`config.mk`:
```
export PLATFORM = sky130hd
export DESIGN_NAME = vga_timing_gen
export DESIGN_NICKNAME = d
export VERILOG_FILES = /design/src/rtl/vga_pkg.sv /design/src/rtl/vga_axis_counter.sv /design/src/rtl/vga_timing_gen.sv
export SDC_FILE = /design/constraint.sdc
export NUM_CORES = 1
export LEC_CHECK = 0
export CORE_UTILIZATION = 56
export CTS_CLUSTER_DIAMETER = 100
export DETAILED_ROUTE_END_ITERATION = 8
export DONT_BUFFER_PORTS = 1
export GPL_ROUTABILITY_DRIVEN = 0
export PLACE_DENSITY = 0.78
export SETUP_SLACK_MARGIN = 0.1
export SKIP_LAST_GASP = 1
export SYNTH_ARGS = -nofsm -noshare
export SYNTH_HDL_FRONTEND = slang
export SYNTH_SLANG_ARGS = --single-unit
```
`constraint.sdc`:
```
create_clock -name clk -period 4.2 [get_ports clk]
set_input_delay 0.42 -clock clk [delete_from_list [all_inputs] [get_ports clk]]
set_output_delay 0.42 -clock clk [all_outputs]
set_load 0.01 [all_outputs]
```
`src/rtl/vga_pkg.sv`:
```
// Shared timing constants, coordinate width and axis phase type for the VGA
// raster timing generator.
package vga_pkg;

    localparam int unsigned COORD_W = 10;

    localparam int unsigned H_ACTIVE_DEF = 640;
    localparam int unsigned H_FP_DEF     = 16;
    localparam int unsigned H_SYNC_DEF   = 96;
    localparam int unsigned H_BP_DEF     = 48;

    localparam int unsigned V_ACTIVE_DEF = 480;
    localparam int unsigned V_FP_DEF     = 10;
    localparam int unsigned V_SYNC_DEF   = 2;
    localparam int unsigned V_BP_DEF     = 33;

    typedef enum logic [1:0] {PH_ACTIVE, PH_FP, PH_SYNC, PH_BP} vga_phase_t;

    function automatic logic sync_level(input vga_phase_t ph, input logic pol);
        return (ph == PH_SYNC) ? pol : ~pol;
    endfunction

endpackage

```
`src/rtl/vga_axis_counter.sv`:
```
// One raster axis: position counter plus ACTIVE/FP/SYNC/BP phase FSM, both
// stepping only when adv is high.
module vga_axis_counter
    import vga_pkg::*;
#(
    parameter int unsigned ACTIVE = H_ACTIVE_DEF,
    parameter int unsigned FP     = H_FP_DEF,
    parameter int unsigned SYNC   = H_SYNC_DEF,
    parameter int unsigned BP     = H_BP_DEF
) (
    input  logic               clk,
    input  logic               rst_n,
    input  logic               adv,
    output logic [COORD_W-1:0] count,
    output vga_phase_t         phase,
    output logic               wrap
);

    localparam int unsigned        TOTAL  = ACTIVE + FP + SYNC + BP;
    localparam logic [COORD_W-1:0] LAST   = COORD_W'(TOTAL - 1);
    localparam logic [COORD_W-1:0] B_FP   = COORD_W'(ACTIVE);
    localparam logic [COORD_W-1:0] B_SYNC = COORD_W'(ACTIVE + FP);
    localparam logic [COORD_W-1:0] B_BP   = COORD_W'(ACTIVE + FP + SYNC);

    logic [COORD_W-1:0] count_q, count_d;
    vga_phase_t         phase_q;

    always_comb begin
        count_d = (count_q == LAST) ? '0 : count_q + COORD_W'(1);
    end

    // Phase follows the position the counter is about to take, so both change together.
    always_ff @(posedge clk) begin
        if (!rst_n) begin
            count_q <= LAST;
            phase_q <= PH_BP;
        end else if (adv) begin
            count_q <= count_d;
            case (phase_q)
                PH_ACTIVE: if (count_d == B_FP)   phase_q <= PH_FP;
                PH_FP:     if (count_d == B_SYNC) phase_q <= PH_SYNC;
                PH_SYNC:   if (count_d == B_BP)   phase_q <= PH_BP;
                PH_BP:     if (count_d == '0)     phase_q <= PH_ACTIVE;
            endcase
        end
    end

    assign count = count_q;
    assign phase = phase_q;
    assign wrap  = (count_q == LAST);

endmodule

```
`src/rtl/vga_timing_gen.sv`:
```
// VGA raster timing generator on a single clock: pixel-rate enable, syncs,
// display enable and pixel coordinates.
module vga_timing_gen
    import vga_pkg::*;
#(
    parameter int unsigned CLK_DIV  = 2,
    parameter int unsigned H_ACTIVE = H_ACTIVE_DEF,
    parameter int unsigned H_FP     = H_FP_DEF,
    parameter int unsigned H_SYNC   = H_SYNC_DEF,
    parameter int unsigned H_BP     = H_BP_DEF,
    parameter int unsigned V_ACTIVE = V_ACTIVE_DEF,
    parameter int unsigned V_FP     = V_FP_DEF,
    parameter int unsigned V_SYNC   = V_SYNC_DEF,
    parameter int unsigned V_BP     = V_BP_DEF,
    parameter logic        SYNC_POL = 1'b0
) (
    input  logic               clk,
    input  logic               rst_n,
    output logic               pix_en,
    output logic               hsync,
    output logic               vsync,
    output logic               de,
    output logic [COORD_W-1:0] x,
    output logic [COORD_W-1:0] y,
    output logic               line_start,
    output logic               frame_start
);

    localparam int unsigned    DIV_W    = (CLK_DIV > 1) ? $clog2(CLK_DIV) : 1;
    localparam logic [DIV_W-1:0] DIV_LAST = DIV_W'(CLK_DIV - 1);

    logic [DIV_W-1:0] div_q;
    logic             pix_en_q;
    logic             tick;
    logic             h_wrap, v_wrap;
    vga_phase_t       h_phase, v_phase;

    // Reset parks the divider on its last count so the first released edge is a tick.
    assign tick = (div_q == DIV_LAST);

    always_ff @(posedge clk) begin
        if (!rst_n) begin
            div_q    <= DIV_LAST;
            pix_en_q <= 1'b0;
        end else begin
            div_q    <= tick ? '0 : div_q + DIV_W'(1);
            pix_en_q <= tick;
        end
    end

    vga_axis_counter #(
        .ACTIVE (H_ACTIVE),
        .FP     (H_FP),
        .SYNC   (H_SYNC),
        .BP     (H_BP)
    ) u_h (
        .clk   (clk),
        .rst_n (rst_n),
        .adv   (tick),
        .count (x),
        .phase (h_phase),
        .wrap  (h_wrap)
    );

    vga_axis_counter #(
        .ACTIVE (V_ACTIVE),
        .FP     (V_FP),
        .SYNC   (V_SYNC),
        .BP     (V_BP)
    ) u_v (
        .clk   (clk),
        .rst_n (rst_n),
        .adv   (tick & h_wrap),
        .count (y),
        .phase (v_phase),
        .wrap  (v_wrap)
    );

    assign pix_en      = pix_en_q;
    assign hsync       = sync_level(h_phase, SYNC_POL);
    assign vsync       = sync_level(v_phase, SYNC_POL);
    assign de          = (h_phase == PH_ACTIVE) && (v_phase == PH_ACTIVE);
    assign line_start  = (x == '0);
    assign frame_start = (x == '0) && (y == '0);

    logic unused_v_wrap;
    assign unused_v_wrap = v_wrap;

endmodule

```
**Word-level counts from Yosys, hierarchy flattened**

Index checks and enable logic that the tools add are counted.

- Register bits: 26
- Bits in latches: 0
- Bits in writable memories: 0
- ROM bits: 0
- Input port bits: 2
- Output and inout bits: 26
- Logic and storage cells: 57
- Memories: 0

- $add $sub $neg: 3
- Multipliers: 0
- Divide/modulo/power cells: 0
- $lt $le $gt $ge: 0
- Eq/ne operators: 22
- Shift operators: 0
- Multiplexer cells: 15
- Bitwise operators: 1
- Reductions and logical operators: 10

Operators by type and width:

| cell | number |
|---|---|
| $eq 10x10->1 const B | 5 |
| $logic_not 10->1 | 4 |
| $eq 10x9->1 const B | 3 |
| $add 10x1->10 const B | 2 |
| $mux 10 | 2 |
| $mux 2 | 8 |
| $ne 2x1->1 const B | 8 |
| $pmux 2 s4 | 2 |
| $reduce_and 5->1 | 2 |
| $eq 2x2->1 const B | 4 |
| $eq 2x1->1 const B | 2 |
| $logic_not 2->1 | 2 |
| $mux 1 | 3 |
| $logic_and 1x1->1 | 2 |
| $add 1x1->1 const B | 1 |
| $and 1x1->1 | 1 |

**Logic depth before layout (Yosys ltp)**

Gate-level depths: netlist of run 1.

- Word-level depth: 5
- Depth in mapped cells: 10
- Depth with buffers taken out: 9

**Hierarchy**

A second synthesis of run 1 with hierarchy kept.

- Cells, all modules: 248
- Area, all modules: 2088.3 sq um

Modules (own cells, without submodules):

| module | times used | cells an instance | area each (sq um) | seq. area each (sq um) |
|---|---|---|---|---|
| vga_axis_counter at u_h | 1 | 119 | 980.9 | 240.2 |
| vga_axis_counter at u_v | 1 | 114 | 967.2 | 240.2 |
| vga_timing_gen | 1 | 15 | 140.1 | 40.0 |

**Worst setup path before layout of run 1**

Ideal clock, no wire load.

- Kind: reg2reg
- Start: reg u_h.count_q[1] (netlist: u_h.count[1])
- End: reg u_h.phase_q[0] (netlist: u_h.phase[0])
- Library setup time: 72 ps
- Arrival: 2501 ps
- Data required time: 4128 ps
- Setup slack: 1627 ps
- Stages on the path, launching flop included: 11
- Buffers on the path: 1
- Clock period less this slack: 2573 ps
- Path through: dfxtp_1 ha_1 and4_1 buf_4 and4_1 a211oi_1 or4b_1 o21ai_0 o211ai_1 a21oi_2 mux2i_1

- Longest elaborated chain between the ends: 5
- Elaborated cells between the ends (all ways): 12
- Classes of those cells: add/sub: 1; eq/ne: 8; mux: 1; reduce/logical: 2

RTL lines:

| element | line | text |
|---|---|---|
| start, declared | vga_axis_counter.sv:25 | `logic [COORD_W-1:0] count_q, count_d;` |
| start signal, assigned | vga_axis_counter.sv:38 | `count_q <= count_d;` |
| $add 10x1->10 or $eq 10x10->1 (tied branches) | vga_axis_counter.sv:29 | `count_d = (count_q == LAST) ? '0 : count_q + COORD_W'(1);` |
| $mux 10 (*) | vga_axis_counter.sv:29 |  |
| $eq 10x10->1 (tied with other cells) | vga_axis_counter.sv:41 | `PH_FP: if (count_d == B_SYNC) phase_q <= PH_SYNC;` |
| $ne 2x1->1 (no line) | - |  |
| $reduce_and 5->1 (no line) (*) | - |  |
| end signal, assigned | vga_axis_counter.sv:41 |  |
| end signal, assigned | vga_axis_counter.sv:42 | `PH_SYNC: if (count_d == B_BP) phase_q <= PH_BP;` |
| end signal, assigned | vga_axis_counter.sv:43 | `PH_BP: if (count_d == '0) phase_q <= PH_ACTIVE;` |
| end, declared | vga_axis_counter.sv:26 | `vga_phase_t phase_q;` |

Every way passes the cells marked *; elsewhere a longest branch is shown, timed or not.
A chain may end at the register's enable or synchronous reset.

**Worst setup path after layout of run 1**

Ends and elaborated chain as after synthesis.

==> results.md, run 1 <==
- Total GRT Usage: a little under a quarter
- Switching pwr: 0.351 mW
- Final Critical Period: around 3 ns
- Max-cap viol count: 0
- Startpoint Class: register
- Peak supply drop: ~0.26 mV
- Total gr overflow: 0
- Tot Pwr: between 0.8 and 0.9 mW
- NumNets Final: ~240
- Die span in x: 60.6 µm
- Crit. End Element: register
- Clk pin slew, worst setup/hold paths: between 0.1 and 0.15 ns
- Site Rows: 20
- XOR/XNOR share of the synthesized area: approximately 6.4%
- F_max: between 300 and 400 MHz
- Mapped Cells: about 240
- Final setup TNS: 0 ns
- Post-synthesis mux area share: 3.19%
- Final instance area: 1900 µm²
- Req. time, crit path: 4.46 ns
- Die height: between 60 and 70 µm
- CTS tree: yes
- CTS max path bufs: 2
- Synthesized area per cell: roughly 8 µm²
- Critical path class: register to register
- DRT iter0 DRCs: about 190
- Port Buffers: 0
- Seq pwr share: approximately 47%
- Via count: 1,642
- Clock Sink Count: 26
- DR pass1 iterations: 4
- Most used cell, CP: and4_1
- Routed length per instance: 14.6 µm
- Core box area: about 3200 µm²
- Slew margin rel.: a little over half
- Setup WS pre-CTS: between 1 and 1.5 ns
- Seq/Total Area, Yosys: about 27%
- Full die area: between 3000 and 4000 µm²
- Main combinational cell family by area after synthesis: simple AND/OR/NAND/NOR gates
- Max Slew Vio Count: 0
- Final period util: between 70% and 80%
- EDFF count, synth: 0
- H-tree levels: 1
- Leakage: around 0.7 nW
- Slowest-stage cell, CP: dfxtp_1
- Ys flop type: dfxtp_1
- Drt drc: 0
- # Post-CTS Setup Buffers: 0
- CP max FO: 7
- Async set-reset flop share out of synthesis: 0%
- Worst-path cell chain: ha_1 > and4_1 > and4_1 > a211oi_1 > or4b_1 > o21ai_0 > o211ai_1 > a21oi_2 > mux2i_1
- Hold crit path type: primary input to register
- Initial Util: between 60 and 70%
- Syn nets: about 260
- Vias in the first global route: between 1,000 and 1,500
- Drt total wl: approximately 4000 µm
- Netlist cell types: between 50 and 60
- Global-route wire length before repair: between 6000 and 7000 µm
- Outcome: completed
- Yosys top cell by area: dfxtp_1
- Initial antenna violation count: 0
- Synth Area in Compound Gates: between 10% and 20%
- Worst Setup Slack, final: between 1 and 1.5 ns
- Power Density: around 430 nW/µm²
- Clk root buf: clkbuf_4
- I/O pin cnt: 28
- Synth area leaders: dfxtp_1 (27%), ha_1 (8.5%), nand2_1 (5.1%)
- Share of layout cells above drive strength 1: ~4.4%
- Synth Area in Simple Gates: ~31%
- Clk pwr share: a little over an eighth
- TritonCTS Buffers: 3
- Logic gate share of total power: around two fifths
- Actual slew at the worst max-slew pin: 0.713 ns
- RSZ-0062 raised after global routing: no
- Placed Area: 1880 µm²
- Post_cts resized: 0
- Post-DP HPWL: about 2900 µm
- Sw frac: between 40% and 50%
- CTS Hold Bufs: 0
- Pint: around 0.46 mW
- Cell area after synthesis: about 1900 µm²
- # diodes: 0
- Vias per cell: 6.06
- Worst Skew: ~0.0053 ns
- FF+latch count, synth: 26
- Final Hold Vio Count: 0
- WP data arrival: between 3 and 4 ns
- Setup violations, final: 0
- Post-Synth Adder-Cell Area: 8.47%
- Warnings, synthesis: 0
- Layout area overhead: -0.977%
- CP peak stage delay: between 0.5 and 0.6 ns
- Post-synth top area share: between 20% and 30%
- Largest net degree at the start of global routing: 18
- Post-DRT Antenna Nets: 0
- Worst skew pair latency: around 0.32 ns
-- cell usage after synthesis, types with 6 or more instances --
cell type,count
and4_1,6
a21oi_1,10
xnor2_1,7
ha_1,13
clkbuf_1,8
nor2_1,17
nand4_1,6
nor3_1,8
nand2_1,26
dfxtp_1,26
o21ai_0,12
inv_1,11
xor2_1,7
nand3_1,9
-- state kept, by name, summed over array words and instances (netlist names) --
register and count:
u_h.count 10, u_v.count 10, u_h.phase 2, u_v.phase 2, div_q 1, pix_en 1
-- placed cells by master (no fill, tap or decap), types with 4 or more instances in the layout --
cell type and instances:
xor2_1 7, nor3_1 8, dfxtp_1 26, inv_1 11, o21ai_0 12, nand4_1 6, and4_1 6, a31oi_1 4
xnor2_1 7, mux2i_1 5, nand2_1 26, nand3_1 9, and2_1 5, o211ai_1 4, a21oi_1 10, ha_1 13
nor2_1 17
-- worst max-delay path, delay by kind of cell (launching register included) --
family,cells,cell delay (ns)
DFF,1,0.54
muxes,1,0.21
and+or+nand+nor,3,1.16
AOI/OAI and AO/OA,4,0.61
adders and majority gates,1,0.35
-- stage by stage --
step           utilization, %  std cells  hold slack [ns]
6_report                 60.3        271            0.145
5_1_grt                  60.3        271            0.117
4_1_cts                  60.3        271            0.128
3_5_place_dp             59.6        268            0.488
3_3_place_gp             59.6        268            0.483
2_1_floorplan               -        242            0.499
-- power by group through the flow --
stage                     combinational [mW]  clock (mW)  sequential (mW)
after global placement                 0.318           0            0.383
after detailed placement               0.324           0            0.383
after CTS                              0.326       0.117            0.378
after floorplan                        0.323           0            0.333
after global routing                   0.370       0.124            0.389
final                                  0.327       0.109            0.378
-- area by class of cell --
class,count,area [µm²]
Multi-Input combinational cell,186,1260
Fill cell,309,1250
Sequential cell,26,520
Tap cell,44,55.1
Inverter,12,45.0
Clock buffer,3,22.5
-- cell families (layout without fill, tap and decap cells) --
group                    count (synthesis)  after routing
AO/OA/AOI/OAI                           49             49
XOR/XNOR                                14             14
adder cells (fa/ha/maj)                 13             13
buffers and inverters                   30             15
flip-flops                              26             26
multiplexers                             6              6
AND/OR/NAND/NOR                        104            104
-- final timing paths --
kind                                    from            to  slack (ns)  cells after the start
worst max register to register  u_h.count[1]  u_h.phase[0]        1.25                      9
worst min-delay path                   rst_n  u_v.phase[1]        0.15                      1
worst min register to register  u_h.phase[1]  u_h.phase[1]        0.56                      2
worst max-delay path            u_h.count[1]  u_h.phase[0]        1.25                      9
-- per-layer routing --
metal	global-route usage, %	routed length, µm	vias up
met3	6.61	299	2
met5	0	0	-
met1	27.3	1720	745
li1	-	-	839
met2	41.3	1930	56
met4	4.87	19	0
(Power assumes the default switching activity.)
==> run 2, diff against run 1 <==
Clock period 4.2 ns to 3 ns, I/O delays scaled along.
==> results.md, run 2 (synthesis results as in run 1) <==
- Port Buffers: 0
- Slew margin rel.: a little under half
- Share of layout cells above drive strength 1: 7.26%
- Clk pwr share: between 10% and 20%
- WP data arrival: 2.94 ns
- Max-cap viol count: 0
- Seq pwr share: a little over two fifths
- Slowest-stage cell, CP: dfxtp_1
- Max Slew Vio Count: 0
- CTS max path bufs: 2
- Site Rows: 20
- Post-DRT Antenna Nets: 0
- Worst hold slack: around 0.032 ns
- Final Hold Vio Count: 0
- Req. time, crit path: 3.27 ns
- Vias in the first global route: between 1,500 and 2,000
- FF/Latch Area: approximately 520 µm²
- Hold crit path type: primary input to register
- Logic gate share of total power: slightly above 40%
- Footprint of the multi-input gates: about 1300 µm²
- Final period util: about nine tenths
- DRT iter0 DRCs: 150
- Startpoint Class: register
- Outcome: completed
- H-tree levels: 1
- Worst Skew: 0.00181 ns
- I/O pin cnt: 28
- Vias per cell: between 6 and 7
- Drt total wl: between 4000 and 5000 µm
- Worst-path cell chain: ha_1 > and4_1 > and4_1 > a211oi_1 > or4b_1 > o21ai_0 > o211ai_1 > a21oi_2 > mux2i_1
- Drt drc: 0
- Crit. End Element: register
- F_max: 374 MHz
- Worst reg-to-reg path cell count: 9
- CP peak stage delay: between 0.5 and 0.6 ns
- Routed length per instance: between 15 and 20 µm
- Total gr overflow: 0
- Critical path class: register to register
- Total GRT Usage: 24.2%
- Most used cell, CP: and4_1
- Actual slew at the worst max-slew pin: 0.774 ns
- Worst skew pair latency: about 0.32 ns
- Setup violations, final: 0
- WHS Path Cells: 1
- RSZ-0062 raised after global routing: no
- Leakage: about 0.75 nW
- Pint: 0.687 mW
- NumNets Final: 250
- Global-route wire length before repair: between 6000 and 7000 µm
- Core box area: between 3000 and 4000 µm²
- Crit path depth: 9
- Top delay family on crit path: simple AND/OR/NAND/NOR gates
- Sw frac: ~42%
- Final setup TNS: 0 ns
- Switching pwr: 0.501 mW
- CP max FO: 7
- Buffers & Inverters on Critical Path: 0
- Die span in x: between 60 and 70 µm
- TritonCTS Buffers: 3
- # diodes: 0
- Most common cell after layout, fill and taps aside: nand2_1
- Post-DP HPWL: ~3100 µm
- DR pass1 iterations: 4
- Tot Pwr: 1.19 mW
- Initial antenna violation count: 0
- Clk pin slew, worst setup/hold paths: 0.14 ns
- Via count: ~1,700
- Layout area overhead: 2.28%
- Peak supply drop: a little over 0.3 mV
- Clk root buf: clkbuf_4
- Initial Util: between 60 and 70%
- Full die area: between 3000 and 4000 µm²
- Commonest non-fill, non-tap cells in the layout: nand2_1 (26), dfxtp_1 (25), nor2_1 (17), ha_1 (13), o21ai_0 (12)
- Die height: a little over 60 µm
- CTS tree: yes
- Clock Sink Count: 26
- Power Density: about 600 nW/µm²
- FILL cells: about 310
- Final Critical Period: around 2.7 ns
- Largest net degree at the start of global routing: 17
[run 2: path summary, 6_finish.rpt]
kind	from	endpoint	slack (ns)
setup / recovery	u_h.count[0]	u_h.phase[0]	0.33
hold reg to reg	u_v.phase[1]	u_v.phase[1]	0.57
setup reg to reg	u_h.count[0]	u_h.phase[0]	0.33
hold / removal	rst_n	u_v.phase[1]	0.03
[run 2: layer usage]
| metal | share of wire (%) | routed length (µm) | global-route usage (%) |
|---|---|---|---|
| met2 | 49 | 2050 | 41.3 |
| met5 | 0 | 0 | 0 |
| met1 | 42 | 1790 | 28.0 |
| met3 | 6.4 | 270 | 5.54 |
| met4 | 2.5 | 106 | 13.6 |
[run 2: layout make-up]
cell class                      count  area share, %
Tap cell                           44           2.80
Sequential cell                    26           26.6
Multi-Input combinational cell    186           64.1
Clock buffer                        4           1.85
Inverter                           12           2.29
Timing Repair Buffer                6           2.42
[run 2: what timing repair did]
action / in CTS / in global routing
setup buffers: 0 / 0
resized for setup: 0 / 1
endpoints found under the setup margin: 0 / 2
hold endpoints to repair: 0 / 3
hold buffers: 0 / 1
[run 2: per-stage QoR]
stage	utilization, %	cells	cell area (µm²)	setup WS [ns]
global route	62.3	278	1960	0.133
global placement	60.8	273	1920	0.434
floorplan	-	242	1920	0.427
finish	62.3	278	1960	0.328
detailed placement	60.8	273	1920	0.338
CTS	61.9	277	1950	0.315
[run 2: power groups by stage]
stage	Combinational, mW	Sequential, mW	Clock [mW]
CTS	0.486	0.519	0.190
floorplan	0.452	0.466	0
detailed placement	0.483	0.527	0
global route	0.551	0.536	0.204
finish	0.487	0.521	0.179
global placement	0.473	0.524	0
==> run 3, diff against run 2 <==
Settings changed: REMOVE_ABC_BUFFERS set to 1.
==> results.md, run 3 (synthesis results as in run 1) <==
- Worst reg-to-reg path cell count: 8
- WP data arrival: between 2 and 3 ns
- Initial Util: between 60 and 70%
- Total gr overflow: 0
- FILL cells: between 300 and 400
- Switching pwr: 0.526 mW
- Vias per cell: a little over 6
- Vias in the first global route: 1,546
- Finished Core Util: 63.8%
- Max Slew Vio Count: 0
- Largest net degree at the start of global routing: 18
- Logic gate share of total power: approximately two fifths
- Hold endpoint: u_h.count[9]
- TritonCTS Buffers: 3
- Drt total wl: between 4000 and 5000 µm
- Tot Pwr: about 1.3 mW
- Worst skew pair latency: between 0.3 and 0.4 ns
- Share of layout cells above drive strength 1: approximately 9.7%
- RSZ-0062 raised after global routing: no
- Die height: around 60 µm
- WHS Path Cells: 1
- Final period util: ~90%
- Worst hold slack: about 0.023 ns
- Peak supply drop: between 0.3 and 0.4 mV
- Clk pin slew, worst setup/hold paths: 0.15 ns
- Via count: ~1,700
- Port Buffers: 0
- FF-to-FF setup slack: 0.29 ns
- Hold Startpoint: rst_n
- Seq pwr share: about two fifths
- Setup violations, final: 0
- H-tree levels: 1
- Startpoint Class: register
- # Post-CTS Setup Buffers: 0
- Worst flop-to-flop path startpoint: u_h.count[2]
- Core box area: between 3000 and 4000 µm²
- Final Hold Vio Count: 0
- DRT iter0 DRCs: between 80 and 90
- Hold crit path type: primary input to register
- Site Rows: 20
- # diodes: 0
- CP max FO: 11
- Final Critical Period: between 2 and 3 ns
- CTS tree: yes
- Die span in x: just over 60 µm
- Clock Sink Count: 26
- Clk pwr share: approximately a fifth
- Leakage: 0.779 nW
- Outcome: completed
- Power Density: approximately 640 nW/µm²
- Final setup TNS: 0 ns
- Pint: 0.759 mW
- Crit. End Element: register
- CTS max path bufs: 2
- I/O pin cnt: 28
- Total GRT Usage: 25.8%
- F_max: 369 MHz
- Req. time, crit path: roughly 3.3 ns
- Actual slew at the worst max-slew pin: ~0.63 ns
- Critical path class: register to register
- Post-DP HPWL: ~3200 µm
- Max-cap viol count: 0
- Drt drc: 0
- Layout area overhead: 4.82%
- Commonest non-fill, non-tap cells in the layout: nand2_1 (26), dfxtp_1 (23), nor2_1 (17), ha_1 (13), o21ai_0 (12)
- Global-route wire length before repair: just over 7000 µm
- Slew margin rel.: between 50 and 60%
- Most common cell after layout, fill and taps aside: nand2_1
- Post-DRT Antenna Nets: 0
- Full die area: around 3700 µm²
- Worst Skew: 0.00139 ns
- NumNets Final: about 250
- Routed length per instance: about 16 µm
- Clk root buf: clkbuf_4
- Crit path from: u_h.count[2]
- DR pass1 iterations: 4
- Worst R2R End: u_h.phase[1]
- Initial antenna violation count: 0
- Sw frac: between 40 and 50%
run 3: changes by cell type in the layout (fill, tap and decap cells not counted):
cell / before / now
buf_4: 5 / 9
dfxtp_1: 25 / 23
dfxtp_2: 1 / 3
bufinv_16: 0 / 1
clkbuf_8: 1 / 0
run 3: how the worst max path moves through the flow:
stage,to,slack (ns),cells after the start
global route,u_h.phase[0],0.12,8
detailed placement,u_h.phase[1],0.29,9
global placement,u_h.phase[1],0.40,9
floorplan,u_h.phase[0],0.41,9
CTS,u_h.phase[1],0.25,9
finish,u_h.phase[1],0.29,8
run 3: area by class of cell:
| cell class | count | area, µm² | share of cell area (%) |
|---|---|---|---|
| well taps | 44 | 55.1 | 2.73 |
| clock buffers | 3 | 22.5 | 1.12 |
| flip-flops and latches | 26 | 524 | 26.0 |
| repair buffers | 10 | 77.6 | 3.85 |
| inverters | 12 | 45.0 | 2.24 |
| clock inverters | 1 | 30.0 | 1.49 |
| multi-input cells | 186 | 1260 | 62.5 |
run 3: power by group through the flow:
stage / Combinational [mW] / Sequential [mW] / Clock (mW)
after floorplan: 0.375 / 0.507 / 0
after global placement: 0.498 / 0.513 / 0
after detailed placement: 0.514 / 0.518 / 0
after CTS: 0.520 / 0.509 / 0.251
after global routing: 0.586 / 0.523 / 0.265
final: 0.527 / 0.513 / 0.245
run 3: worst max-delay path: stages, from the launching register on:
cell	delay, ns
dfxtp_1	0.64
and4_1	0.38
and4_1	0.31
a211oi_1	0.10
or4b_1	0.52
o21ai_0	0.16
o211ai_1	0.12
a21oi_2	0.21
mux2i_1	0.20
run 3: per-stage QoR:
| stage | instances | setup WS [ns] | instance area [µm²] |
|---|---|---|---|
| floorplan | 224 | 0.414 | 1820 |
| CTS | 281 | 0.247 | 2000 |
| global route | 282 | 0.118 | 2010 |
| detailed placement | 277 | 0.292 | 1950 |
| finish | 282 | 0.292 | 2010 |
| global placement | 277 | 0.402 | 1950 |
run 3: what timing repair did:
| action | 4_1_cts | 5_1_grt |
|---|---|---|
| hold buffers | 0 | 1 |
| endpoints found under the setup margin | 0 | 2 |
| gates resized for setup | 0 | 3 |
| endpoints found under the hold margin | 0 | 1 |
run 3: metal layers:
| layer | track usage, % | wire [µm] | up-vias |
|---|---|---|---|
| li1 | - | - | 856 |
| met1 | 35.5 | 2060 | 816 |
| met2 | 41.1 | 2080 | 67 |
| met3 | 5.12 | 277 | 7 |
| met4 | 7.47 | 52 | 0 |
| met5 | 0 | 0 | - |
